$ cat src/rtl/adder_arbiter.sv
// adder_arbiter
//    Two-requester arbiter in front of a registered W-bit adder.  A winner is
//    chosen in IDLE; its operands and id are captured, summed in CALC and
//    presented in RESP until the consumer takes the result.
//
//    Arbitration: FIXED_PRIO=0 gives round-robin (last-grant pointer resets
//    to 1, so requester 0 wins the first contention); FIXED_PRIO=1 makes
//    requester 0 always win.
//
//    Optional feature: define ADDER_ARBITER_CARRY_EN to register the carry
//    out of the sum on res_carry.  Undefined, res_carry is tied to 0 and no
//    carry register exists.
//
//    Ports
//       clk         sole clock, rising edge
//       rst         asynchronous, active-high reset
//       req_valid   [1:0] request valid, bit i = requester i
//       req_ready   [1:0] grant, one-hot or zero, combinational in IDLE
//       req_a0/b0   requester 0 operands (W bits)
//       req_a1/b1   requester 1 operands (W bits)
//       res_valid   result valid (RESP only)
//       res_ready   result consumer ready
//       res_data    (a + b) mod 2^W
//       res_id      requester that owns res_data
//       res_carry   carry out of the sum, or 0 when the feature is off
//       busy        high outside IDLE
//       op_count    completed results, wraps at 256
//
//    state | meaning
//    ------+-------------------------------------------------------------
//    IDLE  | waiting for a request; grants one requester combinationally
//    CALC  | captured operands are summed into the result register
//    RESP  | result held on res_* until res_ready

module adder_arbiter #(
   parameter int W          = 8,
   parameter int FIXED_PRIO = 0
) (
   input  logic         clk,
   input  logic         rst,
   input  logic [1:0]   req_valid,
   output logic [1:0]   req_ready,
   input  logic [W-1:0] req_a0,
   input  logic [W-1:0] req_b0,
   input  logic [W-1:0] req_a1,
   input  logic [W-1:0] req_b1,
   output logic         res_valid,
   input  logic         res_ready,
   output logic [W-1:0] res_data,
   output logic         res_id,
   output logic         res_carry,
   output logic         busy,
   output logic [7:0]   op_count
);

   localparam logic [1:0] S_IDLE = 2'd0;
   localparam logic [1:0] S_CALC = 2'd1;
   localparam logic [1:0] S_RESP = 2'd2;

   logic [1:0]   state_q, state_d;
   logic [W-1:0] a_q, a_d;
   logic [W-1:0] b_q, b_d;
   logic         id_q, id_d;
   logic         last_q, last_d;
   logic [W-1:0] data_q, data_d;
   logic [7:0]   op_q, op_d;
   logic [1:0]   grant;

   // Winner selection.  With both valid, round-robin favours the requester
   // that was not granted last; fixed priority always favours requester 0.
   always_comb begin
      grant = 2'b00;
      unique case (req_valid)
         2'b01:   grant = 2'b01;
         2'b10:   grant = 2'b10;
         2'b11: begin
            if ((FIXED_PRIO != 0) || last_q) grant = 2'b01;
            else                             grant = 2'b10;
         end
         default: grant = 2'b00;
      endcase
   end

   // Gated by rst as well, so no grant is visible while reset is held.
   assign req_ready = ((state_q == S_IDLE) && !rst) ? grant : 2'b00;

`ifdef ADDER_ARBITER_CARRY_EN
   logic [W:0] sum_full;
   logic       carry_q, carry_d;

   assign sum_full = {1'b0, a_q} + {1'b0, b_q};

   always_comb begin
      carry_d = carry_q;
      if (state_q == S_CALC) carry_d = sum_full[W];
   end

   always_ff @(posedge clk or posedge rst) begin
      if (rst) carry_q <= 1'b0;
      else     carry_q <= carry_d;
   end

   assign res_carry = carry_q;
`else
   logic [W-1:0] sum_full;

   assign sum_full  = a_q + b_q;
   assign res_carry = 1'b0;
`endif

   always_comb begin
      state_d = state_q;
      a_d     = a_q;
      b_d     = b_q;
      id_d    = id_q;
      last_d  = last_q;
      data_d  = data_q;
      op_d    = op_q;
      unique case (state_q)
         S_IDLE: begin
            if (|req_valid) begin
               a_d     = grant[1] ? req_a1 : req_a0;
               b_d     = grant[1] ? req_b1 : req_b0;
               id_d    = grant[1];
               last_d  = grant[1];
               state_d = S_CALC;
            end
         end
         S_CALC: begin
            data_d  = sum_full[W-1:0];
            state_d = S_RESP;
         end
         S_RESP: begin
            if (res_ready) begin
               op_d    = op_q + 8'd1;
               state_d = S_IDLE;
            end
         end
         default: state_d = S_IDLE;
      endcase
   end

   always_ff @(posedge clk or posedge rst) begin
      if (rst) begin
         state_q <= S_IDLE;
         a_q     <= '0;
         b_q     <= '0;
         id_q    <= 1'b0;
         last_q  <= 1'b1;
         data_q  <= '0;
         op_q    <= 8'd0;
      end else begin
         state_q <= state_d;
         a_q     <= a_d;
         b_q     <= b_d;
         id_q    <= id_d;
         last_q  <= last_d;
         data_q  <= data_d;
         op_q    <= op_d;
      end
   end

   assign res_valid = (state_q == S_RESP);
   assign res_data  = data_q;
   assign res_id    = id_q;
   assign busy      = (state_q != S_IDLE);
   assign op_count  = op_q;

endmodule

$ cat config.mk
export PLATFORM = sky130hd
export DESIGN_NAME = adder_arbiter
export DESIGN_NICKNAME = d
export VERILOG_FILES = /design/src/rtl/adder_arbiter.sv
export SDC_FILE = /design/constraint.sdc
export NUM_CORES = 1
export LEC_CHECK = 0
export ABC_AREA = 0
export BUFFER_PORTS_ARGS = -buffer_cell sky130_fd_sc_hd__buf_4
export CORE_MARGIN = 1.5
export CORE_UTILIZATION = 46
export CTS_CLUSTER_DIAMETER = 30
export DETAILED_ROUTE_END_ITERATION = 12
export PLACE_DENSITY = 0.73
export SETUP_SLACK_MARGIN = 0.5
export SLEW_MARGIN = 20
export SYNTH_ARGS = -nofsm -noshare
export SYNTH_HDL_FRONTEND = slang
export SYNTH_SLANG_ARGS = --single-unit
$ cat constraint.sdc
create_clock -name clk -period 1.8 [get_ports clk]
set_input_delay 0.36 -clock clk [delete_from_list [all_inputs] [get_ports clk]]
set_output_delay 0.36 -clock clk [all_outputs]
set_load 0.02 [all_outputs]
---- Yosys cells after proc, flatten, opt, wreduce, memory -nomap -nowiden ----
Index checks and enable logic that the tools add are counted.
word-level totals
  bits in registers ....................... 36
  bits of input ports ..................... 37
operators by class
  $add $sub $neg .......................... 2
  equality and inequality tests ........... 7
  mux-type cells .......................... 8
  reductions and logical operators ........ 8
operators by type and width
  operator                                               count
  two-way mux 8 bit                                      2
  case mux 2 bit (3 select lines)                        2
  adder 8 x 1 -> 8 bit, second input constant            1
  adder 8 bit                                            1
  two-way mux 2 bit                                      4
  equality test 2 bit, second input constant             3
  AND reduction 2 bit                                    3
  equality test 2 x 1 -> 1 bit, second input constant    2
  inequality test 2 x 1 -> 1 bit, second input constant  2
  zero test 2 bit                                        1
  nonzero test 2 bit                                     1
  OR reduction 2 bit                                     1
  logical AND 1 bit                                      1
  zero test 1 bit                                        1

---- Depth between registers and ports, before layout ----
Gate-level depths: netlist (run 1).
  depth after elaboration ................. 3
  gate-level depth with buffers ........... 7

---- Least setup slack after synthesis (run 1) ----
Ideal clock, no wire load.
  path kind ............................... reg-to-output
  start point ............................. reg state_q[1]
  end point ............................... out req_ready[0]
  data arrival time ....................... 1.503 ns
  required time ........................... 1.440 ns
  slack ................................... -0.063 ns
  stages on the path, launching flop included .. 4
  buffers on the path ..................... 1
  cells stage by stage .................... dfrtp_1 > or2_1 > buf_2 > nor4_1
between the ends
  cells in the longest elaborated chain, start to end .. 3
ends and longest elaborated chain
  what                      RTL line  RTL
  start: declaration        60        logic [1:0] state_q, state_d;
  start signal: assignment  153       state_q <= state_d;
  zero test 2 bit           85        assign req_ready = ((state_q == S_IDLE) && !rst) ? grant : 2'b00;
  logical AND 1 bit         85
  two-way mux 2 bit         85
  end: declaration          42        output logic [1:0] req_ready,
No other way between the ends.

---- Final worst setup path (run 1) ----
Same ends and word-level chain as after synthesis.

==> metrics.md, run 1 <==
| Metric | Value |
|---|---|
| R2R depth | `7` |
| Via density | `roughly 5.2` |
| Routed vias | `1704` |
| Row Count | `23` |
| Clock slew at reported path FFs | `approximately 70 ps` |
| Nets@finish | `~320` |
| Net Sw Frac | `39.2%` |
| Max VDD drop | `between 0.8 and 0.9 mV` |
| Number of synthesized flops with an enable pin | `0` |
| CP required | `around 1400 ps` |
| Share of cells above drive strength 1 | `a little under half` |
| CTS buffer count | `5` |
| Gate power share | `roughly 65%` |
| GR Layer Usage met1 | `between 20 and 30%` |
| # clock sinks | `36` |
| Fraction of registers with async set/reset | `100%` |
| GR peak layer | `met2` |
| Worst-Skew Late Latency | `between 200 and 300 ps` |
| Post-synthesis sequential area ratio | `between 40% and 50%` |
| Largest cells by area after synthesis | `dfrtp_1 45%, mux2i_1 8.7%, ha_1 5.1%, a21oi_1 4.4%, nor2_1 3.7%` |
| Final Max Tran Viols | `0` |
| Core area | `approximately 0.004 mm2` |
| Utilization after layout | `around 76%` |
| DRC Markers | `0` |
| Pleak | `between 1 and 1.5 nW` |
| Power, Total | `5.99 mW` |
| 1st-iter DRT viols | `around 100` |
| Post-Synthesis Cells | `roughly 190` |
| Ports | `59` |
| Syn avg cell area | `between 10 and 15 um2` |
| Yosys top cell area share | `45.0%` |
| Internal | `roughly 3.6 mW` |
| Final Skew | `slightly below 8 ps` |
| Hold Path Class | `input pin to async pin` |
| Vias in the first global route | `roughly 1500` |
| Worst Setup Start Kind | `register` |
| Final setup fails | `0` |
| Inst Count DP | `about 290` |
| HPWL after detailed placement | `just under 3000 um` |
| CTS Root Cell | `clkbuf_8` |
| # port buffers | `57` |
| ANT cells | `0` |
| Met2 Use GR | `32.4%` |
| Unique masters post-synth | `between 40 and 50` |
| Syn nets | `235` |
| DR WL/cell | `roughly 14 um` |
| Top-count cell post-synth | `dfrtp_1` |
| Fin crit period | `1770 ps` |
| Total Die Area | `between 0.004 and 0.005 mm2` |
| Max-cap viol count | `0` |
| Area grow syn2layout | `57.3%` |
| WL final | `~4700 um` |
| Clock Path Buffers | `2` |
| GR Util met3 | `between 4 and 5%` |
| TritonCTS clock tree | `done` |
| Area of the mapped netlist | `0.00195 mm2` |
| Critical path start-end classification | `register to output pin` |
| Worst path arrival time | `approximately 1400 ps` |
| Switching power | `roughly 2.3 mW` |
| Htree depth | `2` |
| Crit Path Max Fanout | `4` |
| RSZ-0062 raised after global routing | `true` |
| PD cells | `between 1500 and 2000 mW/mm2` |
| GPL Wtd Cong | `between 0.7 and 0.8` |
| Post-route cell area | `0.00306 mm2` |
| Seq pwr share | `25.1%` |
| Pin count of the biggest net entering global routing | `37` |
| ANT nets after route | `0` |
| Gr usage total | `roughly 21%` |
| Peak Freq | `approximately 570 MHz` |
| Synth Warn # | `0` |
| #FFs+latches synth | `36` |
| Final worst path period share | `98.2%` |
| Top FF cell, synth | `dfrtp_1` |
| Commonest cells in the netlist | `35 x dfrtp_1, 19 x nor2_1, 17 x a21oi_1, 17 x mux2i_1, 10 x nand2_1` |
| Starting Density | `48.3%` |
| Post-Layout Cell Count | `about 330` |
| Clock network power share | `between 9 and 10%` |
| Setup TNS | `0 ps` |
| Initial antenna violation count | `0` |
| Fill count | `around 270` |
| Gr ovfl total | `0` |
| Final hold vios | `0` |
| Leading area contributor after synthesis | `dfrtp_1` |
| Crit end category | `output pin` |
| Post-DP Area | `around 0.0025 mm2` |
| First-pass GRT wire length | `a little over 7000 um` |
| Outcome | `complete, no violations` |
| Die H | `68.1 um` |
| Number of iterations in the first detailed-routing pass | `4` |
| Die Width | `68.1 um` |
## logic make-up after synthesis
group | after synthesis | synth area share, %
compound gates | 40 | 12.5
xor+xnor | 9 | 4.05
fa+ha+maj | 9 | 6.17
buf+inv | 17 | 4.63
flops | 36 | 46.3
mux | 20 | 10.5
other cells | 1 | 0.193
simple gates | 57 | 15.6
## critical path: stages, from the launching register on
cell and delay, ps:
dfrtp_1 390, or2_4 290, nor4_2 250, buf_4 180
## final timing paths
path | from | endpoint | slack [ps]
worst min register to register | res_data[4]$_DFFE_PP0N_ | res_data[4]$_DFFE_PP0N_ | 480
max in group asynchronous | rst | last_q$_DFFE_PP1P_ | 1250
min in group clk | res_ready | state_q[1]$_DFFE_PP0P_ | 290
worst max register to register | a_q[0]$_DFFE_PP0P_ | res_data[6]$_DFFE_PP0N_ | 70
worst min-delay path | rst | state_q[1]$_DFFE_PP0P_ | 210
worst max-delay path | state_q[1]$_DFFE_PP0P_ | req_ready[0] | 30
## cells in the final DEF, fill, tap and decap left out, types with 4 or more instances in the layout
master and instances:
a21oi_1 17, buf_4 72, buf_6 13, clkbuf_8 6, dfrtp_1 34, ha_4 5, inv_1 5, mux2i_1 17
nand2_1 10, nor2_1 19, xnor2_1 4
## power by group through the flow
stage                     registers, mW  clock network, mW  logic, mW
after global placement             1.46                  0       2.53
after CTS                          1.49              0.595       3.27
after floorplan                    1.59                  0       1.77
after detailed placement           1.47                  0       2.57
final                              1.50              0.588       3.90
after global routing               1.55              0.634       4.24
## layer usage
layer | routed length (um) | share of wire, %
met2 | 2330 | 50
met3 | 212 | 4.5
met4 | 65 | 1.4
met5 | 0 | 0
met1 | 2100 | 45
## layout make-up
class	count	area, um2	area share (%)
Multi-Input combinational cell	136	1160	38.0
Sequential cell	36	903	29.5
Timing Repair Buffer	91	817	26.7
Clock buffer	8	90.1	2.94
Tap cell	50	62.6	2.04
Inverter	7	26.3	0.858
## state kept, by name (all words and copies together), names as in the netlist
register	count
state_q	2
res_id	1
a_q	8
op_count	8
b_q	8
res_data	8
last_q	1
## per-stage QoR
step	setup slack [ps]	hold slack, ps
detailed placement	46.7	465
global placement	91.1	462
finish	31.6	207
floorplan	120	468
CTS	67.0	224
global route	-0.599	237
## repair_timing
| action | in CTS | in global routing |
|---|---|---|
| gates resized for setup | 23 | 25 |
| hold buffers | 0 | 0 |
| pin swaps | 11 | 10 |
| cloned | 0 | 3 |
| setup endpoints to repair | 31 | 39 |
| setup buffers | 17 | 7 |
(Power assumes the default switching activity.)
==> inputs of run 2 (changes only) <==
--- a/config.mk
+++ b/config.mk
@@ -7,4 +7,5 @@
 export LEC_CHECK = 0
 export ABC_AREA = 0
+export ABC_CLOCK_PERIOD_IN_PS = 1800
 export BUFFER_PORTS_ARGS = -buffer_cell sky130_fd_sc_hd__buf_4
 export CORE_MARGIN = 1.5
@@ -13,4 +14,5 @@
 export DETAILED_ROUTE_END_ITERATION = 12
 export PLACE_DENSITY = 0.73
+export REMOVE_ABC_BUFFERS = 1
 export SETUP_SLACK_MARGIN = 0.5
 export SLEW_MARGIN = 20
==> constraint.sdc (replaced) <==
create_clock -name clk -period 1.8 [get_ports clk]
set_input_delay 0.36 -clock clk [delete_from_list [all_inputs] [get_ports clk]]
set_output_delay 0.36 -clock clk [all_outputs]
set_load 0.1 [all_outputs]
==> metrics.md, run 2 (synthesis results as in run 1) <==
| Metric | Value |
|---|---|
| HPWL after detailed placement | `2880 um (-1.0%)` |
| Htree depth | `2 (unchanged)` |
| Worst-Skew Late Latency | `300 ps (about the same)` |
| Post-route cell area | `0.00334 mm2 (+9.0%)` |
| # clock sinks | `36 (unchanged)` |
| Starting Density | `48.3% (unchanged)` |
| Gr usage total | `25.6% (+4.8 points)` |
| Final hold vios | `0 (unchanged)` |
| Most common cell after layout, fill and taps aside | `buf_4` |
| Post-DP Area | `0.00243 mm2 (-1.8%)` |
| Final setup fails | `1 (+1)` |
| Clock slew at reported path FFs | `80 ps (about the same)` |
| CTS buffer count | `5 (unchanged)` |
| Pin count of the biggest net entering global routing | `37 (unchanged)` |
| Clock Path Buffers | `2 (unchanged)` |
| Max-cap viol count | `0 (unchanged)` |
| Fin crit period | `1860 ps (+91.3 ps)` |
| Number of iterations in the first detailed-routing pass | `4 (unchanged)` |
| TritonCTS clock tree | `done` |
| Nets@finish | `326 (+0.93%)` |
| Worst Setup Start Kind | `register` |
| Hold Path Class | `input pin to async pin` |
| Routed vias | `1872 (+9.9%)` |
| Core area | `0.00403 mm2 (unchanged)` |
| Initial antenna violation count | `0 (unchanged)` |
| CTS Root Cell | `clkbuf_8` |
| Final setup margin | `-59.6 ps (-91.3 ps)` |
| RSZ-0062 raised after global routing | `true` |
| Total Die Area | `0.00463 mm2 (unchanged)` |
| 1st-iter DRT viols | `183 (+81%)` |
| Row Count | `23 (unchanged)` |
| Critical path start-end classification | `register to output pin` |
| # port buffers | `57 (unchanged)` |
| Die H | `68.1 um (unchanged)` |
| Final Max Tran Viols | `0 (unchanged)` |
| Gr ovfl total | `0 (unchanged)` |
| RR Startpoint | `b_q[0]$_DFFE_PP0P_` |
| Area grow syn2layout | `71.5%` |
| ANT nets after route | `0 (unchanged)` |
| GPL Wtd Cong | `0.804 (+7.7%)` |
| Peak Freq | `538 MHz (-4.9%)` |
| CP startpoint | `state_q[0]$_DFFE_PP0P_` |
| Ports | `59 (unchanged)` |
| Worst path arrival time | `1500 ps (+90 ps)` |
| ANT cells | `0 (unchanged)` |
| WL final | `6510 um (+38%)` |
| Failing checks | `setup timing` |
| Setup TNS | `-59.6 ps (-59.6 ps)` |
| Final Skew | `8.73 ps (+0.842 ps)` |
| Post-Layout Cell Count | `331 (+0.91%)` |
| Share of cells above drive strength 1 | `52.3% (+4.8 points)` |
| Vias in the first global route | `1682 (+9.0%)` |
| FF-to-FF End | `res_data[6]$_DFFE_PP0N_` |
| First-pass GRT wire length | `8430 um (+19%)` |
| CP required | `1440 ps (about the same)` |
| DR WL/cell | `19.7 um (+37%)` |
| Most frequent cells in the layout | `55 x buf_4, 29 x dfrtp_1, 19 x nor2_1` |
| Via density | `5.66 (+8.9%)` |
| R2R depth | `7 (unchanged)` |
| Outcome | `complete, but fails checks` |
| DRC Markers | `0 (unchanged)` |
| Die Width | `68.1 um (unchanged)` |
| Final worst path period share | `103% (+5.1 points)` |
| Inst Count DP | `293 (unchanged)` |
| Crit end category | `output pin` |
| Count of hold-fix buffers inserted at cts | `0 (unchanged)` |
| R2r setup slk | `0 ps (-70 ps)` |
| Crit Path Max Fanout | `3 (-1)` |
-- run 2: cell types whose count changed in the layout (fill, tap and decap cells not counted), moves of 3 or more --
cell,previous run,this run
buf_4,72,55
buf_12,2,13
buf_6,13,18
dfrtp_1,34,29
dfrtp_2,1,6
buf_16,0,3
-- run 2: layer usage --
layer,GRT usage [%],vias to the layer above,wire length [um]
met4,9.75,0,252
li1,-,844,-
met1,31.3,912,2490
met5,0,-,0
met2,44.1,93,3430
met3,5.26,23,334
-- run 2: repair_timing --
item                                    CTS  global route
hold endpoints to repair                  0             0
endpoints found under the setup margin   44            52
gates resized for setup                  78            32
cloned                                    3             1
pin swaps                                20            15
setup buffers                            13            13
-- run 2: how the worst max path moves through the flow --
stage	end
floorplan	req_ready[0]
global placement	res_data[6]$_DFFE_PP0N_
detailed placement	res_data[6]$_DFFE_PP0N_
CTS	req_ready[0]
global route	req_ready[0]
finish	req_ready[0]
-- run 2: final cells by class --
type	instances	area [um2]
multi-input cells	136	1170
flip-flops and latches	36	910
clock buffers	7	96.3
repair buffers	94	1040
inverters	7	26.3
clock inverters	1	30.0
fillers	225	691
well taps	50	62.6
-- run 2: critical path: stages (launching register included) --
cell and delay (ps):
dfrtp_1 390, or2_4 290, nor4_4 260, buf_6 260
-- run 2: through the flow --
stage                     setup WS, ps  hold WS [ps]  util, %
final                            -59.6           234     82.9
after global routing              -116           273     82.9
after CTS                        -27.3           214     76.4
after detailed placement          6.53           472     60.3
after global placement            20.4           465     60.3
after floorplan                  -2640           468        -
Power of run 2 is not shown: default switching activity piles up to over one toggle a cycle in this logic, so the estimate is an artifact.
==> inputs of run 3 (changes only) <==
- BUFFER_PORTS_ARGS: -buffer_cell sky130_fd_sc_hd__buf_4 -> -buffer_cell sky130_fd_sc_hd__buf_2
- CORE_MARGIN: 1.5 -> 4
- SETUP_SLACK_MARGIN: 0.5 -> not set
==> metrics.md, run 3 (synthesis results as in run 1) <==
| Metric | Value |
|---|---|
| CTS buffer count | `5 (unchanged)` |
| Post-Layout Cell Count | `308 (-6.9%)` |
| Crit end category | `output pin` |
| Ports | `59 (unchanged)` |
| Worst-Skew Late Latency | `290 ps (about the same)` |
| GR peak layer | `met2` |
| Clock Path Buffers | `2 (unchanged)` |
| WL final | `4100 um (-37%)` |
| Htree depth | `2 (unchanged)` |
| Total Die Area | `0.00534 mm2 (+15%)` |
| ANT cells | `0 (unchanged)` |
| Starting Density | `48.0% (-0.34 points)` |
| GR Util met3 | `4.41% (-0.86 points)` |
| Hold Path Class | `input pin to async pin` |
| Crit Path Max Fanout | `3 (unchanged)` |
| GR Layer Usage met1 | `21.9% (-9.4 points)` |
| Count of hold-fix buffers inserted at cts | `0 (unchanged)` |
| Initial antenna violation count | `0 (unchanged)` |
| Area grow syn2layout | `29.8%` |
| DRC Markers | `0 (unchanged)` |
| RSZ-0062 raised after global routing | `true` |
| Worst path arrival time | `1550 ps (+50 ps)` |
| HPWL after detailed placement | `2950 um (+2.3%)` |
| Peak Freq | `525 MHz (-2.5%)` |
| Core area | `0.00406 mm2 (+0.71%)` |
| Setup TNS | `-182 ps (-122 ps)` |
| Final Max Tran Viols | `0 (unchanged)` |
| Post-DP Area | `0.00234 mm2 (-3.7%)` |
| Final setup fails | `2 (+1)` |
| Inst Count DP | `296 (+1.0%)` |
| GPL Wtd Cong | `0.774 (-3.8%)` |
| Number of iterations in the first detailed-routing pass | `4 (unchanged)` |
| First-pass GRT wire length | `6770 um (-20%)` |
| DR WL/cell | `13.3 um (-32%)` |
| CP required | `1440 ps (about the same)` |
| Die Width | `73.1 um (+7.3%)` |
| Clock slew at reported path FFs | `80 ps (about the same)` |
| Vias in the first global route | `1488 (-12%)` |
| Die H | `73.1 um (+7.3%)` |
| TritonCTS clock tree | `done` |
| Nets@finish | `303 (-7.1%)` |
| CTS Root Cell | `clkbuf_8` |
| Post-route cell area | `0.00253 mm2 (-24%)` |
| Critical path start-end classification | `register to output pin` |
| Outcome | `complete, but fails checks` |
| Final hold vios | `0 (unchanged)` |
| Pin count of the biggest net entering global routing | `37 (unchanged)` |
| Final setup margin | `-107 ps (-46.9 ps)` |
| # port buffers | `57 (unchanged)` |
| Routed vias | `1578 (-16%)` |
| Fin crit period | `1910 ps (+46.9 ps)` |
| Via density | `5.12 (-9.4%)` |
| Final Skew | `8.62 ps (-0.102 ps)` |
| Fill count | `339 (+51%)` |
| 1st-iter DRT viols | `95 (-48%)` |
| # clock sinks | `36 (unchanged)` |
| Met2 Use GR | `25.1% (-19 points)` |
| Gr ovfl total | `0 (unchanged)` |
| ANT nets after route | `0 (unchanged)` |
| Most frequent cells in the layout | `54 x buf_2, 35 x dfrtp_1, 19 x nor2_1` |
| Final worst path period share | `106% (+2.6 points)` |
| Share of cells above drive strength 1 | `35.3% (-17 points)` |
| Row Count | `23 (unchanged)` |
| Gr usage total | `16.4% (-9.1 points)` |
| Worst Setup Start Kind | `register` |
| Failing checks | `setup timing` |
| Max-cap viol count | `0 (unchanged)` |
| Most common cell after layout, fill and taps aside | `buf_2` |
| Pre-CTS WS | `-13.1 ps (-19.6 ps)` |
==> run 3: path summary, 6_finish.rpt <==
check	start	to	slack [ps]	cells past startpoint
min in group clk	res_ready	state_q[1]$_DFFE_PP0P_	270	2
worst max-delay path	state_q[1]$_DFFE_PP0P_	req_ready[0]	-110	4
worst min register to register	op_count[7]$_DFFE_PP0P_	op_count[7]$_DFFE_PP0P_	470	1
worst max register to register	b_q[5]$_DFFE_PP0P_	res_data[7]$_DFFE_PP0N_	80	5
max in group asynchronous	rst	last_q$_DFFE_PP1P_	1240	3
worst min-delay path	rst	op_count[0]$_DFFE_PP0P_	210	3
==> run 3: cell type report <==
| cell class | instances | area, um2 | share of cell area [%] |
|---|---|---|---|
| multi-input combinational | 136 | 1000 | 39.6 |
| sequential | 36 | 902 | 35.7 |
| timing repair buffer | 71 | 423 | 16.7 |
| clock buffer | 5 | 68.8 | 2.72 |
| tap | 50 | 62.6 | 2.48 |
| clock inverter | 3 | 42.5 | 1.68 |
| inverter | 7 | 26.3 | 1.04 |
==> run 3: stage by stage <==
step	utilization [%]	hold slack (ps)
after floorplan	-	468
after global placement	57.7	457
after detailed placement	57.7	463
after CTS	61.3	202
after global routing	62.3	252
final	62.3	211
==> run 3: routing by layer <==
layer	wire length [um]	vias to the layer above
met1	1890	730
met4	72	0
li1	-	800
met3	222	6
met2	1910	42
met5	0	-
==> run 3: worst max-delay path, cell delays in order, from the launching register on <==
cell,delay [ps]
dfrtp_1,400
or2_4,260
nor4_4,270
buf_4,160
buf_12,160
==> run 3: what timing repair did <==
item                       4_1_cts  5_1_grt
pin swaps                        2        3
setup endpoints to repair        3        6
buffers inserted                 3        1
resized for setup                5        5
Power of run 3 is left out for the same reason.
